### config.mk
export PLATFORM = sky130hd
export DESIGN_NAME = mod_counter_bank_flat
export DESIGN_NICKNAME = d
export VERILOG_FILES = /design/src/rtl/mod_counter_bank_if.sv /design/src/rtl/mod_counter_bank.sv /design/src/flat_wrapper.sv
export SDC_FILE = /design/constraint.sdc
export NUM_CORES = 1
export LEC_CHECK = 0
export ABC_CLOCK_PERIOD_IN_PS = 6800
export CORE_MARGIN = 2
export CORE_UTILIZATION = 35
export DETAILED_ROUTE_END_ITERATION = 8
export PLACE_DENSITY = 0.67
export SLEW_MARGIN = 30
export SYNTH_ARGS = -nofsm -noshare
export SYNTH_HDL_FRONTEND = slang
export SYNTH_SLANG_ARGS = --single-unit
### constraint.sdc
create_clock -name clk -period 6.8 [get_ports clk]
set_clock_uncertainty 0.15 [all_clocks]
set_input_delay 1.36 -clock clk [delete_from_list [all_inputs] [get_ports clk]]
set_output_delay 1.36 -clock clk [all_outputs]
set_load 0.005 [all_outputs]
### src/rtl/mod_counter_bank_if.sv
// Control and status bundle for mod_counter_bank: per-channel controls in, counts and tc out.
interface mod_counter_bank_if #(
    parameter int unsigned WIDTH    = 8,
    parameter int unsigned CHANNELS = 4
);
    logic [CHANNELS-1:0]       en;
    logic [CHANNELS-1:0]       up;
    logic [CHANNELS-1:0]       cascade;
    logic [CHANNELS*WIDTH-1:0] mod_val;
    logic [CHANNELS-1:0]       load;
    logic [CHANNELS*WIDTH-1:0] load_val;
    logic [CHANNELS*WIDTH-1:0] count;
    logic [CHANNELS-1:0]       tc;

    modport master (
        output en, up, cascade, mod_val, load, load_val,
        input  count, tc
    );

    modport slave (
        input  en, up, cascade, mod_val, load, load_val,
        output count, tc
    );
endinterface

### src/rtl/mod_counter_bank.sv
// Bank of independent run-time programmable modulo counters with optional
// single-cycle ripple cascading onto the wrap of the channel below.
module mod_counter_bank #(
    parameter int unsigned WIDTH    = 8,
    parameter int unsigned CHANNELS = 4
) (
    input  logic              clk,
    input  logic              rst,
    mod_counter_bank_if.slave bus
);

    logic [CHANNELS*WIDTH-1:0] count_q;
    logic [CHANNELS*WIDTH-1:0] count_d;
    logic [CHANNELS-1:0]       tc_q;
    logic [CHANNELS-1:0]       wrap;

    always_comb begin : next_count
        logic [WIDTH-1:0] cur;
        logic [WIDTH-1:0] m;
        logic [WIDTH-1:0] top;
        logic [WIDTH-1:0] ld;
        logic [WIDTH-1:0] nxt;
        logic             over;
        logic             step;
        logic             w;
        logic             carry;

        count_d = count_q;
        wrap    = '0;
        carry   = 1'b0;
        cur     = '0;
        m       = '0;
        top     = '0;
        ld      = '0;
        nxt     = '0;
        over    = 1'b0;
        step    = 1'b0;
        w       = 1'b0;

        for (int unsigned i = 0; i < CHANNELS; i++) begin
            cur = count_q[i*WIDTH +: WIDTH];
            m   = bus.mod_val[i*WIDTH +: WIDTH];
            ld  = bus.load_val[i*WIDTH +: WIDTH];
            // mod_val of zero means 2^WIDTH, so top wraps to all-ones and nothing is out of range
            top  = m - WIDTH'(1);
            over = (m != '0) && (cur >= m);
            step = bus.en[i] && ((i == 0) || !bus.cascade[i] || carry);
            nxt  = cur;
            w    = 1'b0;

            if (bus.load[i]) begin
                nxt = ((m == '0) || (ld < m)) ? ld : top;
            end else if (step) begin
                if (bus.up[i]) begin
                    if ((cur == top) || over) begin
                        nxt = '0;
                        w   = 1'b1;
                    end else begin
                        nxt = cur + WIDTH'(1);
                    end
                end else begin
                    if (cur == '0) begin
                        nxt = top;
                        w   = 1'b1;
                    end else if (over) begin
                        nxt = top;
                    end else begin
                        nxt = cur - WIDTH'(1);
                    end
                end
            end

            count_d[i*WIDTH +: WIDTH] = nxt;
            wrap[i] = w;
            carry   = w;
        end
    end

    always_ff @(posedge clk or negedge rst) begin
        if (!rst) begin
            count_q <= '0;
            tc_q    <= '0;
        end else begin
            count_q <= count_d;
            tc_q    <= wrap;
        end
    end

    assign bus.count = count_q;
    assign bus.tc    = tc_q;

endmodule

### src/flat_wrapper.sv
// flat-port wrapper written by rule: the top's interface ports become plain ports
module mod_counter_bank_flat 
#(
    parameter int unsigned WIDTH    = 8,
    parameter int unsigned CHANNELS = 4
)
  (clk, rst, bus_en, bus_up, bus_cascade, bus_mod_val, bus_load, bus_load_val, bus_count, bus_tc);
  mod_counter_bank_if #(.WIDTH(WIDTH), .CHANNELS(CHANNELS)) bus_i ();
  input  logic clk;
  input  logic rst;
  input wire logic [$bits(bus_i.en)-1:0] bus_en;
  input wire logic [$bits(bus_i.up)-1:0] bus_up;
  input wire logic [$bits(bus_i.cascade)-1:0] bus_cascade;
  input wire logic [$bits(bus_i.mod_val)-1:0] bus_mod_val;
  input wire logic [$bits(bus_i.load)-1:0] bus_load;
  input wire logic [$bits(bus_i.load_val)-1:0] bus_load_val;
  output wire logic [$bits(bus_i.count)-1:0] bus_count;
  output wire logic [$bits(bus_i.tc)-1:0] bus_tc;
  assign bus_i.en = bus_en;
  assign bus_i.up = bus_up;
  assign bus_i.cascade = bus_cascade;
  assign bus_i.mod_val = bus_mod_val;
  assign bus_i.load = bus_load;
  assign bus_i.load_val = bus_load_val;
  assign bus_count = bus_i.count;
  assign bus_tc = bus_i.tc;
  mod_counter_bank #(.WIDTH(WIDTH), .CHANNELS(CHANNELS)) u_core (.clk(clk), .rst(rst), .bus(bus_i));
endmodule
==> flow_summary.ini, run 1 <==
[yosys]
yosysSeqAreaShare = 0.1450
synth_edf_count = 0
ys_types = 61
syn-cell-area_um2 = 6211
syn_inst = 789
syn_avg_cell_area_um2 = 7.872
ys.flop_type = dfrtp_1
synth_area_leaders = ha_1, dfrtp_1, mux2i_1
synth_top_area_frac = 0.1591
syn_nets = 950
synth_top_area_cell = ha_1
yosys.cell_count.top_type = ha_1
ys_top_cells_by_count = ha_1, inv_1, nor2_1, clkbuf_1, nand2_1
yosys_warnings = 0
synthArstFlopShare = 1.000
ys_seq_elements = 36

[critical_path]
critical_path_class = in2reg
path_cells = clkdlybuf4s50_1 > inv_1 > ha_1 > or3b_1 > nor3_2 > xnor3_1 > a2111oi_0 > a311o_1 > buf_4 > nand3_4 > o221ai_4 > nor2_2 > mux2_4
crit_path_max_incr_delay_ns = 0.52
critPathRequiredTime_ns = 6.81
crit_arrival_ns = 5.03
critPathSlowestCell = clkdlybuf4s50_1
cp_top_family = compound AO/OA/AOI/OAI gates
cp-end-kind = register
worstPathMaxFanout = 17
startpoint_type = primary input
cp_num_buf_inv = 3

[placed_design]
hpwl_um = 13330
gp_congestion = 0.8548
dp_slack_ns = 1.522
placed_area_um2 = 7487
io_buffer_count = 116

[timing]
clock.fmax_mhz = 199.3
maxSlewViolCount = 0
fin_setup_tns_ns = 0
worst_slack_ns = 1.782
maxSlewHeadroom = 0.3501
finalSetupViolCount = 0
fin_crit_sh = 0.7380
finalHoldViolations = 0
period_minus_slack_ns = 5.018
rsz0062_at_grt = no
worst_pin_slew_ns = 0.9666

[floorplanning]
initial_core_util = 0.3591
die_width_um = 137.2
pin_count = 118
dieArea_um2 = 18830
die_y_um = 137.2
rows = 48
core_area_um2 = 17300

[clock_network]
cts_root_buf = clkbuf_16
clk-insertion-delay-late_ns = 0.29
cts_resized = 0
cts.path.max_buffers = 2
clock_sinks = 36
cts_buffers = 5
cts_hold_buf = 0
cts_max_level = 2
postCtsSetupBuffers = 0
cts_tree = done
clkSlewWorstSetupHoldPaths_ns = 0.05

[routing]
detail_route.first_pass.iterations = 5
first_iter_violations = 504
wl_per_cell_um = 15.92
ant_nets = 0
vias_per_cell = 5.489
totalWireLength_um = 17400
via_count = 6000
drcViolationCount = 0

[grt]
grt-ovfl-total = 0
grt_max_degree = 37
grt_pass1_vias = 5673
antenna_found_initial = 0
grt_use_total = 0.1881
grt_pass1_wl_um = 28850

[cells_and_area]
synthToLayoutAreaGrowth_pct = 23.13
final_area_um2 = 7647
drive_gt1_frac = 0.04734
fin_nets = 1027

[status]
status = finished clean

[power_and_ir_drop]
max-vdd-ir-drop_uv = 90.86
power_leakage_uw = 0.003238
pwr_density_cell_nw_per_um2 = 184.8

[min_path]
worstHoldPathType = reg2reg

[job]
maxCapViolations = 0
==> stage by stage <==
| stage | total power [uW] | hold WS (ns) | util | std cells |
|---|---|---|---|---|
| finish | 1413 | 0.5647 | 0.4421 | 1093 |
| global route | 1543 | 0.5930 | 0.4418 | 1091 |
| CTS | 1422 | 0.5699 | 0.4417 | 1091 |
| detailed placement | 1169 | 0.5512 | 0.4329 | 1084 |
| global placement | 1157 | 0.5442 | 0.4329 | 1084 |
| floorplan | 898.5 | 0.4827 | - | 789 |
==> flip-flops by register name, indices dropped and copies added (netlist names) <==
| name | cells |
|---|---|
| u_core.bus.count | 32 |
| u_core.bus.tc | 4 |
==> per-layer routing <==
layer	vias up	wire length, um	global-route usage	part of all wire
li1	3050	-	-	-
met3	9	846	0.02134	0.049
met5	-	0	0	0
met2	144	7822	0.3038	0.45
met1	2797	8549	0.2684	0.49
met4	0	179	0.04296	0.010
==> kinds of logic after synthesis <==
kind of cell | synth area share
and+or+nand+nor | 0.2099
AOI/OAI and AO/OA | 0.2149
buffers and inverters | 0.06587
xor gates and xnor gates | 0.1203
adders and majority gates | 0.1591
muxes | 0.08481
DFF | 0.1450
==> cell type report <==
class / instances / area (um2)
Inverter: 58 / 217.7
Clock buffer: 7 / 152.6
Timing Repair Buffer: 120 / 1189
Fill cell: 1743 / 9649
Sequential cell: 36 / 900.9
Multi-Input combinational cell: 645 / 4901
Antenna cell: 2 / 5.005
Tap cell: 225 / 281.5
==> cell usage in the layout, fill, tap and decap left out, drive strengths merged, types with 5 or more instances in the layout <==
cell type and count:
clkdlybuf4s50 115, o22ai 9, or4 7, mux2 10, a21oi 38, buf 5
o31ai 6, a211o 5, nand2 46, nand2b 13, clkbuf 7, xor2 31
xnor2 44, a211oi 8, and3 11, a221oi 15, dfrtp 36, nor4 13
nor3 25, or3 6, o31a 5, o32ai 9, inv 58, nor4b 8
a21o 10, or2 9, nor2b 5, nor2 50, nand3 23, mux2i 41
o21ai 54, nor3b 9, nand4 6, ha 79, o211ai 7
==> final timing paths <==
path	from	endpoint	cells past startpoint	slack, ns
worst min-delay path	u_core.bus.count[23]	u_core.bus.count[23]	2	0.56
worst max register to register	u_core.bus.count[2]	u_core.bus.count[30]	9	3.00
max in group asynchronous	rst	u_core.bus.count[10]	1	5.25
worst min register to register	u_core.bus.count[23]	u_core.bus.count[23]	2	0.56
worst max-delay path	bus_mod_val[8]	u_core.bus.count[30]	13	1.78
min in group asynchronous	rst	u_core.bus.count[21]	1	0.90
==> where the power goes <==
group	total, uW	internal [uW]	switching [uW]	leakage, uW
combinational	780	412	369	0.00273
clock	245	154	91.1	0.0000760
sequential	388	252	136	0.000433
total	1410	817	596	0.00324
==> worst reg2reg max path: cells and delay by family, from the launching register on <==
kind            cells  cell delay [ns]
mux                 1             0.32
compound gates      3             1.12
simple gates        5             1.58
flops               1             0.52
No activity file was read; power rests on OpenSTA's default activity.
==> inputs of run 2 (changes only) <==
--- a/config.mk
+++ b/config.mk
@@ -5,11 +5,11 @@
 export SDC_FILE = /design/constraint.sdc
 export NUM_CORES = 1
 export LEC_CHECK = 0
-export ABC_CLOCK_PERIOD_IN_PS = 6800
+export ABC_CLOCK_PERIOD_IN_PS = 4600
 export CORE_MARGIN = 2
 export CORE_UTILIZATION = 35
 export DETAILED_ROUTE_END_ITERATION = 8
-export PLACE_DENSITY = 0.67
+export PLACE_DENSITY = 0.7
 export SLEW_MARGIN = 30
 export SYNTH_ARGS = -nofsm -noshare
 export SYNTH_HDL_FRONTEND = slang
==> constraint.sdc (replaced) <==
create_clock -name clk -period 4.6 [get_ports clk]
set_clock_uncertainty 0.15 [all_clocks]
set_input_delay 0.92 -clock clk [delete_from_list [all_inputs] [get_ports clk]]
set_output_delay 0.92 -clock clk [all_outputs]
set_load 0.005 [all_outputs]
==> run 2 against run 1 <==
Clock-buffer cell count down 1. Design area up 1.5%. Core utilization up 0.66 points. Sequential cell count unchanged. Critical endpoint is now u_core.bus.count[12]. Non-clock buffer count up 18. Largest cell class unchanged. Die area unchanged. Hold slack worse by 0.10 ns.
==> flow_summary.ini, run 2 (same netlist as run 1, synthesis figures left out) <==
[timing]
worst_pin_slew_ns = 0.7536
fin_crit_sh = 0.9100
maxSlewHeadroom = 0.4905
finalSetupViolCount = 0
worst_slack_ns = 0.4142
clock.fmax_mhz = 238.9
finalHoldViolations = 0
rsz0062_at_grt = no
fin_setup_tns_ns = 0
maxSlewViolCount = 0
period_minus_slack_ns = 4.186

[critical_path]
reg2reg_depth = 12
worstPathMaxFanout = 16
startpoint_type = primary input
critical_path_class = in2reg
timing.reg2reg.setup_slack_ns = 1.09
r2r_end = u_core.bus.count[11]
critPathRequiredTime_ns = 4.58
crit_arrival_ns = 4.16
worstReg2RegStart = u_core.bus.count[8]
cp-end-kind = register

[grt]
antenna_found_initial = 0
grt_use_total = 0.1849
grt-ovfl-total = 0
grt_pass1_wl_um = 28480
grt_max_degree = 37
grt_pass1_vias = 5644

[clock_network]
clkSlewWorstSetupHoldPaths_ns = 0.06
postCtsSetupBuffers = 0
cts.path.max_buffers = 2
cts_root_buf = clkbuf_16
cts_tree = done
cts_max_level = 2
cts_hold_buf = 0
clk-insertion-delay-late_ns = 0.28
clock_sinks = 36
cts_resized = 0
cts_buffers = 5

[power_and_ir_drop]
p_clk_frac = 0.158
p_seq_frac = 0.275
switching_share = 0.4266
power_leakage_uw = 0.003316
pwr_density_cell_nw_per_um2 = 269.1
max-vdd-ir-drop_uv = 124.6
combPwrFrac = 0.567
power_uw = 2089
switching_power_uw = 890.9
p_int_uw = 1198

[cells_and_area]
largest_reg_flops = 32
final_area_um2 = 7761
multiInputGateArea_um2 = 4901
drive_gt1_frac = 0.06561
final_common_cell = clkdlybuf4s50_1
fillers = 1735
synthToLayoutAreaGrowth_pct = 24.96
mostFrequentLayoutCells = clkdlybuf4s50_1, ha_1, inv_1, nor2_1, nand2_1
register_area_um2 = 900.9
fin_nets = 1045
layoutNonFillerInstCount = 1110

[floorplanning]
initial_core_util = 0.3591
die_width_um = 137.2
rows = 48
dieArea_um2 = 18830
core_area_um2 = 17300
pin_count = 118
die_y_um = 137.2

[placed_design]
io_buffer_count = 116
dp_slack_ns = 0.1380
gp_congestion = 0.8685
dp_cells = 1102
placed_area_um2 = 7622
hpwl_um = 13560

[routing]
detail_route.first_pass.iterations = 5
wl_per_cell_um = 15.81
first_iter_violations = 490
via_count = 6108
ant_nets = 0
vias_per_cell = 5.503
totalWireLength_um = 17550
drcViolationCount = 0

[job]
maxCapViolations = 0

[status]
status = finished clean

[min_path]
worstHoldPathType = in2async
-- run 2: per-stage QoR --
stage | hold WS [ns] | utilization
finish | 0.4626 | 0.4487
global route | 0.5099 | 0.4486
CTS | 0.5878 | 0.4484
detailed placement | 0.5835 | 0.4407
global placement | 0.5558 | 0.4407
floorplan | 0.4744 | -
-- run 2: power groups by stage --
stage	Clock, uW	Sequential [uW]	Combinational (uW)
floorplan	0	438	890
global placement	0	577	1150
detailed placement	0	575	1180
CTS	343	571	1180
global route	349	591	1320
finish	331	574	1180
-- run 2: routing by layer --
metal	wire (um)	share of wire	vias up	GRT usage
met5	0	0	-	0
met2	8042	0.46	160	0.3074
met4	154	0.0088	0	0.03551
met1	8479	0.48	2853	0.2590
li1	-	-	3083	-
met3	872	0.050	12	0.02171
-- run 2: worst max path at each step --
stage	start	endpoint	slack, ns	depth (start not counted)
6_report	bus_mod_val[8]	u_core.bus.count[12]	0.41	13
2_1_floorplan	bus_mod_val[9]	u_core.bus.count[30]	0.70	11
4_1_cts	bus_mod_val[8]	u_core.bus.count[12]	0.41	13
5_1_grt	bus_mod_val[8]	u_core.bus.count[12]	0.11	13
3_3_place_gp	bus_mod_val[8]	u_core.bus.count[12]	0.18	13
3_5_place_dp	bus_mod_val[8]	u_core.bus.count[12]	0.14	13
-- run 2: critical path, cell delays in order --
cell and delay, ns:
clkdlybuf4s50_1 0.42, inv_1 0.11, ha_1 0.18, or3b_1 0.46
nor3_2 0.22, xnor3_1 0.24, a2111oi_0 0.36, a311o_1 0.32
buf_4 0.24, nor3b_1 0.07, a211o_1 0.27, a221oi_1 0.28
a21oi_1 0.07
-- run 2: cell type report --
| type | count | share of cell area |
|---|---|---|
| clock buffers | 6 | 0.01660 |
| clock inverters | 1 | 0.0006448 |
| inverters | 58 | 0.02805 |
| repair buffers | 138 | 0.1706 |
| diodes | 1 | 0.0003224 |
| flip-flops and latches | 36 | 0.1161 |
| multi-input cells | 645 | 0.6315 |
| well taps | 225 | 0.03627 |
